File: src/rtl/mnist_pkg.sv
// Shared types and constants for the MNIST FC-layer operand path.
`timescale 1ns/1ps
package mnist_pkg;

    localparam int unsigned LANES    = 4;
    localparam int unsigned RESULT_W = 26;
    localparam int unsigned IDX_W    = 4;
    localparam int unsigned DATA_W   = LANES * 8;

    typedef enum logic [1:0] {
        ST_IDLE   = 2'd0,
        ST_STREAM = 2'd1,
        ST_WAIT   = 2'd2
    } feeder_state_t;

    // Control sideband travelling with one 32-bit operand beat.
    typedef struct packed {
        logic             flush;
        logic             last;
        logic [LANES-1:0] valid;
    } beat_t;

    // Number of packed words needed to hold vec_len int8 elements.
    function automatic int unsigned words(input int unsigned vec_len);
        return (vec_len + LANES - 1) / LANES;
    endfunction

    // Lane-valid mask of the final word of a vector.
    function automatic logic [LANES-1:0] tail_mask(input int unsigned vec_len);
        int unsigned rem;
        rem = vec_len % LANES;
        if (rem == 0) begin
            return {LANES{1'b1}};
        end
        return LANES'((32'd1 << rem) - 32'd1);
    endfunction

endpackage

File: src/rtl/feeder_addr_gen.sv
// Word/neuron counters and feature/weight buffer address generation.
`timescale 1ns/1ps
module feeder_addr_gen
    import mnist_pkg::*;
#(
    parameter int unsigned VEC_LEN     = 784,
    parameter int unsigned NUM_NEURONS = 10,
    parameter int unsigned FEAT_AW     = 8,
    parameter int unsigned WGT_AW      = 11
) (
    input  logic               clk,
    input  logic               rst,
    input  logic               clear,
    input  logic               step,
    input  logic               next_neuron,
    output logic [FEAT_AW-1:0] feat_addr,
    output logic [WGT_AW-1:0]  wgt_addr,
    output logic [IDX_W-1:0]   neuron,
    output logic               first_word_c,
    output logic               last_word_c,
    output logic               last_neuron_c
);

    localparam int unsigned        WORDS       = words(VEC_LEN);
    localparam logic [FEAT_AW-1:0] LAST_WORD   = FEAT_AW'(WORDS - 1);
    localparam logic [IDX_W-1:0]   LAST_NEURON = IDX_W'(NUM_NEURONS - 1);

    // Position flags decoded from the current word and neuron counters.
    assign first_word_c  = (feat_addr == '0);
    assign last_word_c   = (feat_addr == LAST_WORD);
    assign last_neuron_c = (neuron == LAST_NEURON);

    // The weight address runs contiguously across neurons, so it only ever
    // increments: the row base of neuron n+1 is one past the last word of n.
    always_ff @(posedge clk) begin
        if (rst || clear) begin
            feat_addr <= '0;
            wgt_addr  <= '0;
            neuron    <= '0;
        end else if (step && !last_word_c) begin
            feat_addr <= feat_addr + FEAT_AW'(1);
            wgt_addr  <= wgt_addr + WGT_AW'(1);
        end else if (next_neuron) begin
            feat_addr <= '0;
            wgt_addr  <= wgt_addr + WGT_AW'(1);
            neuron    <= neuron + IDX_W'(1);
        end
    end

endmodule

File: src/rtl/mac_feeder.sv
// Operand streamer feeding the 4-lane MAC controller, one pass per neuron.
// Optional ReLU on captured results: define MAC_FEEDER_RELU_EN.
`timescale 1ns/1ps
module mac_feeder
    import mnist_pkg::*;
#(
    parameter int unsigned VEC_LEN     = 784,
    parameter int unsigned NUM_NEURONS = 10,
    parameter int unsigned FEAT_AW     = 8,
    parameter int unsigned WGT_AW      = 11,
    parameter int unsigned TIMEOUT     = 255
) (
    input  logic                       clk,
    input  logic                       rst,
    input  logic                       start,
    output logic                       busy,
    output logic                       done_all,
    output logic                       err,
    output logic [FEAT_AW-1:0]         feat_addr,
    input  logic [DATA_W-1:0]          feat_rdata,
    output logic [WGT_AW-1:0]          wgt_addr,
    input  logic [DATA_W-1:0]          wgt_rdata,
    output logic                       mac_en,
    output logic                       mac_flush,
    output logic [LANES-1:0]           mac_valid,
    output logic                       mac_last,
    output logic [DATA_W-1:0]          mac_feature,
    output logic [DATA_W-1:0]          mac_weight,
    input  logic                       mac_done,
    input  logic signed [RESULT_W-1:0] mac_result,
    output logic                       res_valid,
    output logic [IDX_W-1:0]           res_idx,
    output logic signed [RESULT_W-1:0] res_data
);

    localparam logic [LANES-1:0]  TAIL      = tail_mask(VEC_LEN);
    localparam int unsigned       TCNT_W    = $clog2(TIMEOUT + 1);
    localparam logic [TCNT_W-1:0] TCNT_LAST = TCNT_W'(TIMEOUT - 1);

    feeder_state_t     state;
    logic [TCNT_W-1:0] tcnt;
    beat_t             beat;

    logic             clear;
    logic             step;
    logic             next_neuron;
    logic [IDX_W-1:0] neuron;
    logic             first_word_c;
    logic             last_word_c;
    logic             last_neuron_c;

    // Result shaping applied at capture time.
    function automatic logic signed [RESULT_W-1:0] shape_result(
        input logic signed [RESULT_W-1:0] r
    );
`ifdef MAC_FEEDER_RELU_EN
        return r[RESULT_W-1] ? '0 : r;
`else
        return r;
`endif
    endfunction

    // Counter controls decoded from the FSM state.
    assign clear       = (state == ST_IDLE) && start;
    assign step        = (state == ST_STREAM);
    assign next_neuron = (state == ST_WAIT) && mac_done && !last_neuron_c;

    feeder_addr_gen #(
        .VEC_LEN     (VEC_LEN),
        .NUM_NEURONS (NUM_NEURONS),
        .FEAT_AW     (FEAT_AW),
        .WGT_AW      (WGT_AW)
    ) u_addr_gen (
        .clk           (clk),
        .rst           (rst),
        .clear         (clear),
        .step          (step),
        .next_neuron   (next_neuron),
        .feat_addr     (feat_addr),
        .wgt_addr      (wgt_addr),
        .neuron        (neuron),
        .first_word_c  (first_word_c),
        .last_word_c   (last_word_c),
        .last_neuron_c (last_neuron_c)
    );

    // Operand data comes straight from the buffers; the sideband is delayed
    // one cycle so it lines up with the synchronous-read data.
    assign mac_feature = feat_rdata;
    assign mac_weight  = wgt_rdata;
    assign mac_flush   = beat.flush;
    assign mac_last    = beat.last;
    assign mac_valid   = beat.valid;

    // Pass sequencing, beat sideband, timeout and result capture.
    always_ff @(posedge clk) begin
        if (rst) begin
            state     <= ST_IDLE;
            tcnt      <= '0;
            beat      <= '0;
            busy      <= 1'b0;
            done_all  <= 1'b0;
            err       <= 1'b0;
            mac_en    <= 1'b0;
            res_valid <= 1'b0;
            res_idx   <= '0;
            res_data  <= '0;
        end else begin
            beat      <= '0;
            res_valid <= 1'b0;
            done_all  <= 1'b0;
            case (state)
                ST_IDLE: begin
                    mac_en <= 1'b0;
                    if (start) begin
                        err   <= 1'b0;
                        busy  <= 1'b1;
                        state <= ST_STREAM;
                    end
                end
                ST_STREAM: begin
                    mac_en     <= 1'b1;
                    beat.flush <= first_word_c;
                    beat.last  <= last_word_c;
                    beat.valid <= last_word_c ? TAIL : {LANES{1'b1}};
                    if (last_word_c) begin
                        tcnt  <= '0;
                        state <= ST_WAIT;
                    end
                end
                ST_WAIT: begin
                    if (mac_done) begin
                        mac_en    <= 1'b0;
                        res_valid <= 1'b1;
                        res_idx   <= neuron;
                        res_data  <= shape_result(mac_result);
                        if (last_neuron_c) begin
                            done_all <= 1'b1;
                            busy     <= 1'b0;
                            state    <= ST_IDLE;
                        end else begin
                            state <= ST_STREAM;
                        end
                    end else if (tcnt == TCNT_LAST) begin
                        mac_en   <= 1'b0;
                        err      <= 1'b1;
                        done_all <= 1'b1;
                        busy     <= 1'b0;
                        state    <= ST_IDLE;
                    end else begin
                        tcnt <= tcnt + TCNT_W'(1);
                    end
                end
                default: begin
                    mac_en <= 1'b0;
                    busy   <= 1'b0;
                    state  <= ST_IDLE;
                end
            endcase
        end
    end

endmodule

File: config.mk
export PLATFORM = sky130hd
export DESIGN_NAME = mac_feeder
export DESIGN_NICKNAME = d
export VERILOG_FILES = /design/src/rtl/mnist_pkg.sv /design/src/rtl/feeder_addr_gen.sv /design/src/rtl/mac_feeder.sv
export SDC_FILE = /design/constraint.sdc
export NUM_CORES = 1
export LEC_CHECK = 0
export ABC_CLOCK_PERIOD_IN_PS = 4000
export BUFFER_PORTS_ARGS = -buffer_cell sky130_fd_sc_hd__buf_4
export CAP_MARGIN = 20
export CORE_AREA = 2 2 92 94
export CTS_CLUSTER_DIAMETER = 60
export DETAILED_ROUTE_END_ITERATION = 8
export DIE_AREA = 0 0 94 96
export PLACE_DENSITY = 0.83
export SYNTH_ARGS = -nofsm -noshare
export SYNTH_HDL_FRONTEND = slang
export SYNTH_SLANG_ARGS = --single-unit
File: constraint.sdc
create_clock -name clk -period 4 [get_ports clk]
set_clock_uncertainty 0.05 [all_clocks]
set_input_delay 0.4 -clock clk [delete_from_list [all_inputs] [get_ports clk]]
set_output_delay 0.4 -clock clk [all_outputs]
set_load 0.005 [all_outputs]
After elaboration in Yosys (flattened, before gate mapping):

Index checks and enable logic that the tools add are counted.

* word-level logic and storage cells: 84
* register bits: 74
* input port bits: 94
* output and inout bits: 124

* equality and inequality tests: 12
* reduce and logical (&&, ||, !) cells: 20
* multiplexer cells: 30
* bitwise logic cells: 3
* $add $sub $neg: 4

Operator list (number)
* 2-to-1 mux 8 bit: 5
* 2-to-1 mux 11 bit: 2
* adder 8 x 1 -> 8 bit, second input constant: 2
* == test 8 bit, second input constant: 2
* one-hot mux 8 bit (2 select lines): 1
* 2-to-1 mux 1 bit: 13
* AND reduction 4 bit: 3
* adder 11 x 1 -> 11 bit, second input constant: 1
* zero test 8 bit: 1
* 2-to-1 mux 2 bit: 4
* != test 2 bit, second input constant: 4
* one-hot mux 2 bit (3 select lines): 1
* nonzero test 2 bit: 3
* adder 4 x 1 -> 4 bit, second input constant: 1
* == test 4 bit, second input constant: 1
* logical AND 1 bit: 4
* 2-to-1 mux 4 bit: 1
* one-hot mux 1 bit (2 select lines): 2
* AND reduction 2 bit: 2
* OR reduction 2 bit: 2
* != test 3 x 2 -> 1 bit, second input constant: 1
* != test 3 bit, second input constant: 1
* NOT 1 bit: 3
* one-hot mux 1 bit (3 select lines): 1
* other kinds (7): 8

Depth between registers and ports, before layout:

* depth in word-level cells: 5
* gate-level depth with buffers: 7
* gate-level depth less buffers: 6

Hierarchy:

A second synthesis with hierarchy kept.

* cells, all modules: 434
* area total of the unflattened synthesis: 3548.4 sq um

Modules (own cells, without submodules)
* mac_feeder: sequential area each 960.9 sq um, cells each 296, area each 2381.0 sq um, instances 1
* feeder_addr_gen: sequential area each 460.4 sq um, cells each 138, area each 1167.4 sq um, instances 1

Least setup slack after synthesis:

No wires, ideal clock.

* kind: register -> register
* start: register u_addr_gen.feat_addr[2]
* end: register u_addr_gen.wgt_addr[7]
* arrival: 1455 ps
* period minus slack after synthesis: 1626 ps
* buffers on the path: 1
* path slack: 2374 ps
* required time: 3829 ps
* setup time: 121 ps
* cell stages (with the launch flop): 6
* path through: dfxtp_1 -> or4_4 -> o21ai_4 -> buf_6 -> a21oi_1 -> mux2i_1

* word-level cells in the longest chain between the ends: 4
* elaborated cells on any way between the ends: 5
* classes of those cells: eq/ne (1); mux (1); reduce/logical (3)

RTL lines
* from (decl): line feeder_addr_gen.sv:16 `output logic [FEAT_AW-1:0] feat_addr,`
* from (signal assigned): line feeder_addr_gen.sv:41 `feat_addr <= feat_addr + FEAT_AW'(1);`
* == test 8 bit (*): line feeder_addr_gen.sv:30 `assign last_word_c = (feat_addr == LAST_WORD);`
* zero test 1 bit (*): line feeder_addr_gen.sv:40 `end else if (step && !last_word_c) begin`
* logical AND 1 bit (*): line feeder_addr_gen.sv:40
* 2-to-1 mux 11 bit or nonzero test 2 bit (tied branches)
* to (signal assigned): line feeder_addr_gen.sv:42 `wgt_addr <= wgt_addr + WGT_AW'(1);`
* to (signal assigned): line feeder_addr_gen.sv:45 `wgt_addr <= wgt_addr + WGT_AW'(1);`
* to (decl): line feeder_addr_gen.sv:17 `output logic [WGT_AW-1:0] wgt_addr,`

Every way passes the cells marked *; elsewhere a longest branch is shown, timed or not.
A chain may end at the register's enable or synchronous reset.

Worst setup path after layout:

* start: register state[1]
* end: register u_addr_gen.wgt_addr[2]

* word-level cells in the longest chain between the ends: 4
* elaborated cells on any way between the ends: 10
* classes of those cells: eq/ne (2); mux (1); reduce/logical (7)

RTL lines
* from (decl): line mac_feeder.sv:40 `feeder_state_t state;`
* from (signal assigned): line mac_feeder.sv:98 `state <= ST_IDLE;`
* from (signal assigned): line mac_feeder.sv:118 `state <= ST_STREAM;`
* from (signal assigned): line mac_feeder.sv:128 `state <= ST_WAIT;`
* == test 2 bit: line mac_feeder.sv:66 `assign next_neuron = (state == ST_WAIT) && mac_done && !last_neuron_c;`
* logical AND 1 bit (2 in a row): line mac_feeder.sv:66
* nonzero test 2 bit (no line)

Parallel ways exist; a longest one is shown, timed or not.

==> metrics.cfg <==
[run_status]
status = completed

[synth]
yosysSeqAreaShare_pct = 39.1
synth_cells = 445
synth_most_common_cell = nand2_1
synth_edf_count = 0
synth_fp_nets = 546
synth_top_area_cell = dfxtp_1
synth_cell_types = 53
yosys-top-cells-count = 80 x nand2_1, 71 x dfxtp_1, 69 x buf_4
syn_area_um2 = 3640
synthFlopType = dfxtp_1
synth_top_area_share_pct = 39.1
ys_seq_elements = 71
syn_avg_cell_area_um2 = 8.18
yosysWarnings = 0
synth_area_leaders = dfxtp_1 39%, buf_4 14%, nand2_1 8.3%, a21oi_1 6.9%, nand3_1 3.0%
async_flop_share_pct = 0

[hold_path]
hold_start = mac_result[24]
hold_path.class = primary input to flop

[power_and_ir_drop]
p_clk_share_pct = 41.3
cellLeakagePower_nw = 1.60
power_frac_comb_pct = 5.4
peakVddDrop_uv = 208
sequentialPowerShare_pct = 53.2
p_sw_share_pct = 23.2
p_per_area_nw_per_um2 = 335
p_int_mw = 1.04
p_switching_mw = 0.312

[clocking]
cts-hold-fix-buffers = 0
clock_latency_ns = 0.34
clockBufferDepth = 2
cts_tree = done
cts-resized-gates = 0
postCtsSetupBuffers = 0
cts-root-buf = clkbuf_8
h-tree-depth = 3
clkSlewWorstSetupHoldPaths_ns = 0.08
cts_made_buffers = 9
numClockSinks = 71

[die]
dieArea_um2 = 9020
die_h_um = 96
rows = 33
die_w_um = 94
initial_utilization_pct = 45.2
io_pins = 218
core-area_um2 = 8050

[route]
wirelength_um = 7890
dr.pass1.iters = 4
drc = 0
vias = 2988
antenna_left = 0
routedWlPerCell_um = 13.9
drt-initial-drc-count = 179
via_per_inst = 5.26

[grt]
overflow = 0
antenna_found_initial = 0
grt_util_all_layers_pct = 17.0
grt_max_degree = 62
grt_pass1_wl_um = 12300
grt_pass1_vias = 2784

[timing]
fin_crit_ns = 2.13
finalMaxSlewViolations = 0
tightest_slew_ns = 0.961
slew_headroom_pct = 35.8
fin_tns_setup_ns = 0
timing.fmax_mhz = 469
final-setup-viol-count = 0
hold_viol_final = 0
rsz0062_at_grt = no
fin_crit_sh_pct = 53.2

[critical_path]
end_kind = flop
worst-path-buf-inv = 1
slowest_delay_ns = 0.62
cp-startpoint = state[1]
cp.arrival_ns = 2.30
cpLargestDelayFamily = simple AND/OR/NAND/NOR gates
critPathKind = flop to flop
worst_path_max_delay_cell = nor2_1
start_kind = flop
crit_path_cell_trace = nand3b_1, buf_4, nor2_1, o21ai_0, mux2i_1
worstPathMaxFanout = 32
r2r-start = state[1]
worstPathRequired_ns = 4.17

[finish]
fin_nets = 559
areaGrowthSynthToFinish_pct = 10.5
num_antenna_cells = 0
finalInstanceArea_um2 = 4020
drive_above_1_share_pct = 25.3

[flow_run]
drv_cap = 0

[place]
finalWeightedCongestion = 0.828
placedInstanceArea_um2 = 3820
io_buffers = 89
dpl.hpwl_um = 5640

-- worst register-to-register path, cell delays in order (launching register included) --
cell	delay, ns
dfxtp_1	0.55
nand3b_1	0.12
buf_4	0.25
nor2_1	0.62
o21ai_0	0.26
mux2i_1	0.17
-- power groups by stage --
stage | Combinational, mW | Clock (mW) | Sequential [mW]
2_1_floorplan | 0.0922 | 0 | 0.733
3_3_place_gp | 0.0728 | 0 | 0.734
3_5_place_dp | 0.0737 | 0 | 0.735
4_1_cts | 0.0739 | 0.575 | 0.718
5_1_grt | 0.0804 | 0.606 | 0.719
6_report | 0.0731 | 0.558 | 0.718
-- sequential cells by signal, summed over array words and instances, names as in the netlist --
name and flops:
u_addr_gen.wgt_addr 11, tcnt 8, mac_last 1, done_all 1
u_addr_gen.feat_addr 8, busy 1, res_idx 4, state 2
mac_flush 1, u_addr_gen.neuron 4, err 1, res_data 26
mac_en 1, res_valid 1, mac_valid 1
-- area by class of cell --
| class | instances | area [um2] |
|---|---|---|
| multi-input combinational | 279 | 1570 |
| timing repair buffer | 91 | 683 |
| tap | 105 | 131 |
| sequential | 71 | 1420 |
| clock buffer | 9 | 124 |
| clock inverter | 7 | 73.8 |
| inverter | 6 | 22.5 |
| fill | 766 | 4030 |
-- cells in the final DEF, fill, tap and decap left out, types with 2 or more instances in the layout --
cell      synthesis  final
buf_4            69     91
nand2_1          80     80
dfxtp_1          71     71
a21oi_1          50     50
nand3_1          22     22
nor2_1           18     18
nand4_1          10     10
clkbuf_8          1      9
nor3_1            8      8
mux2i_1           8      8
or3_1             7      7
ha_1              7      7
inv_1             6      6
o21ai_0           6      6
and3_1            5      5
xor2_1            5      5
nand2b_1          4      4
a211oi_1          4      4
nand3b_1          3      3
nor4_1            3      3
nor2b_1           3      3
a31oi_1           3      3
o21a_1            3      3
clkinv_4          0      3
and3b_1           2      2
o211ai_1          2      2
and4_1            2      2
nor3b_1           2      2
or3_2             2      2
a2111o_1          2      2
clkinv_2          0      2
-- cell families after synthesis --
| logic type | synth area share (%) |
|---|---|
| XOR/XNOR | 1.44 |
| AND/OR/NAND/NOR | 24.0 |
| buffers and inverters | 17.9 |
| multiplexers | 2.20 |
| adder cells (fa/ha/maj) | 2.41 |
| AO/OA/AOI/OAI | 13.0 |
| flip-flops | 39.1 |
-- path summary, 6_finish.rpt --
| check | to | slack (ns) | cells past startpoint |
|---|---|---|---|
| min | res_data[24] | 0.25 | 3 |
| max | u_addr_gen.wgt_addr[2] | 1.87 | 5 |
| min reg2reg | res_data[19] | 0.41 | 2 |
| max reg2reg | u_addr_gen.wgt_addr[2] | 1.87 | 5 |
-- through the flow --
stage	worst slack, ns	cells	power (mW)	utilization, %	hold WS (ns)
floorplan	2.37	445	0.825	-	0.403
global placement	2.04	552	0.807	47.5	0.395
detailed placement	1.87	552	0.808	47.5	0.397
CTS	1.84	568	1.37	50.0	0.239
global route	1.68	568	1.41	50.0	0.244
finish	1.87	568	1.35	50.0	0.254
-- routing by layer --
layer  track usage [%]  vias to the layer above  part of all wire [%]
met5                 0                        -                     0
met4              8.57                        0                   1.6
met3              4.15                       18                   6.3
met2              28.9                       91                    50
met1              20.0                     1398                    42
li1                  -                     1481                     -
Power figures use the tool's default switching activity.
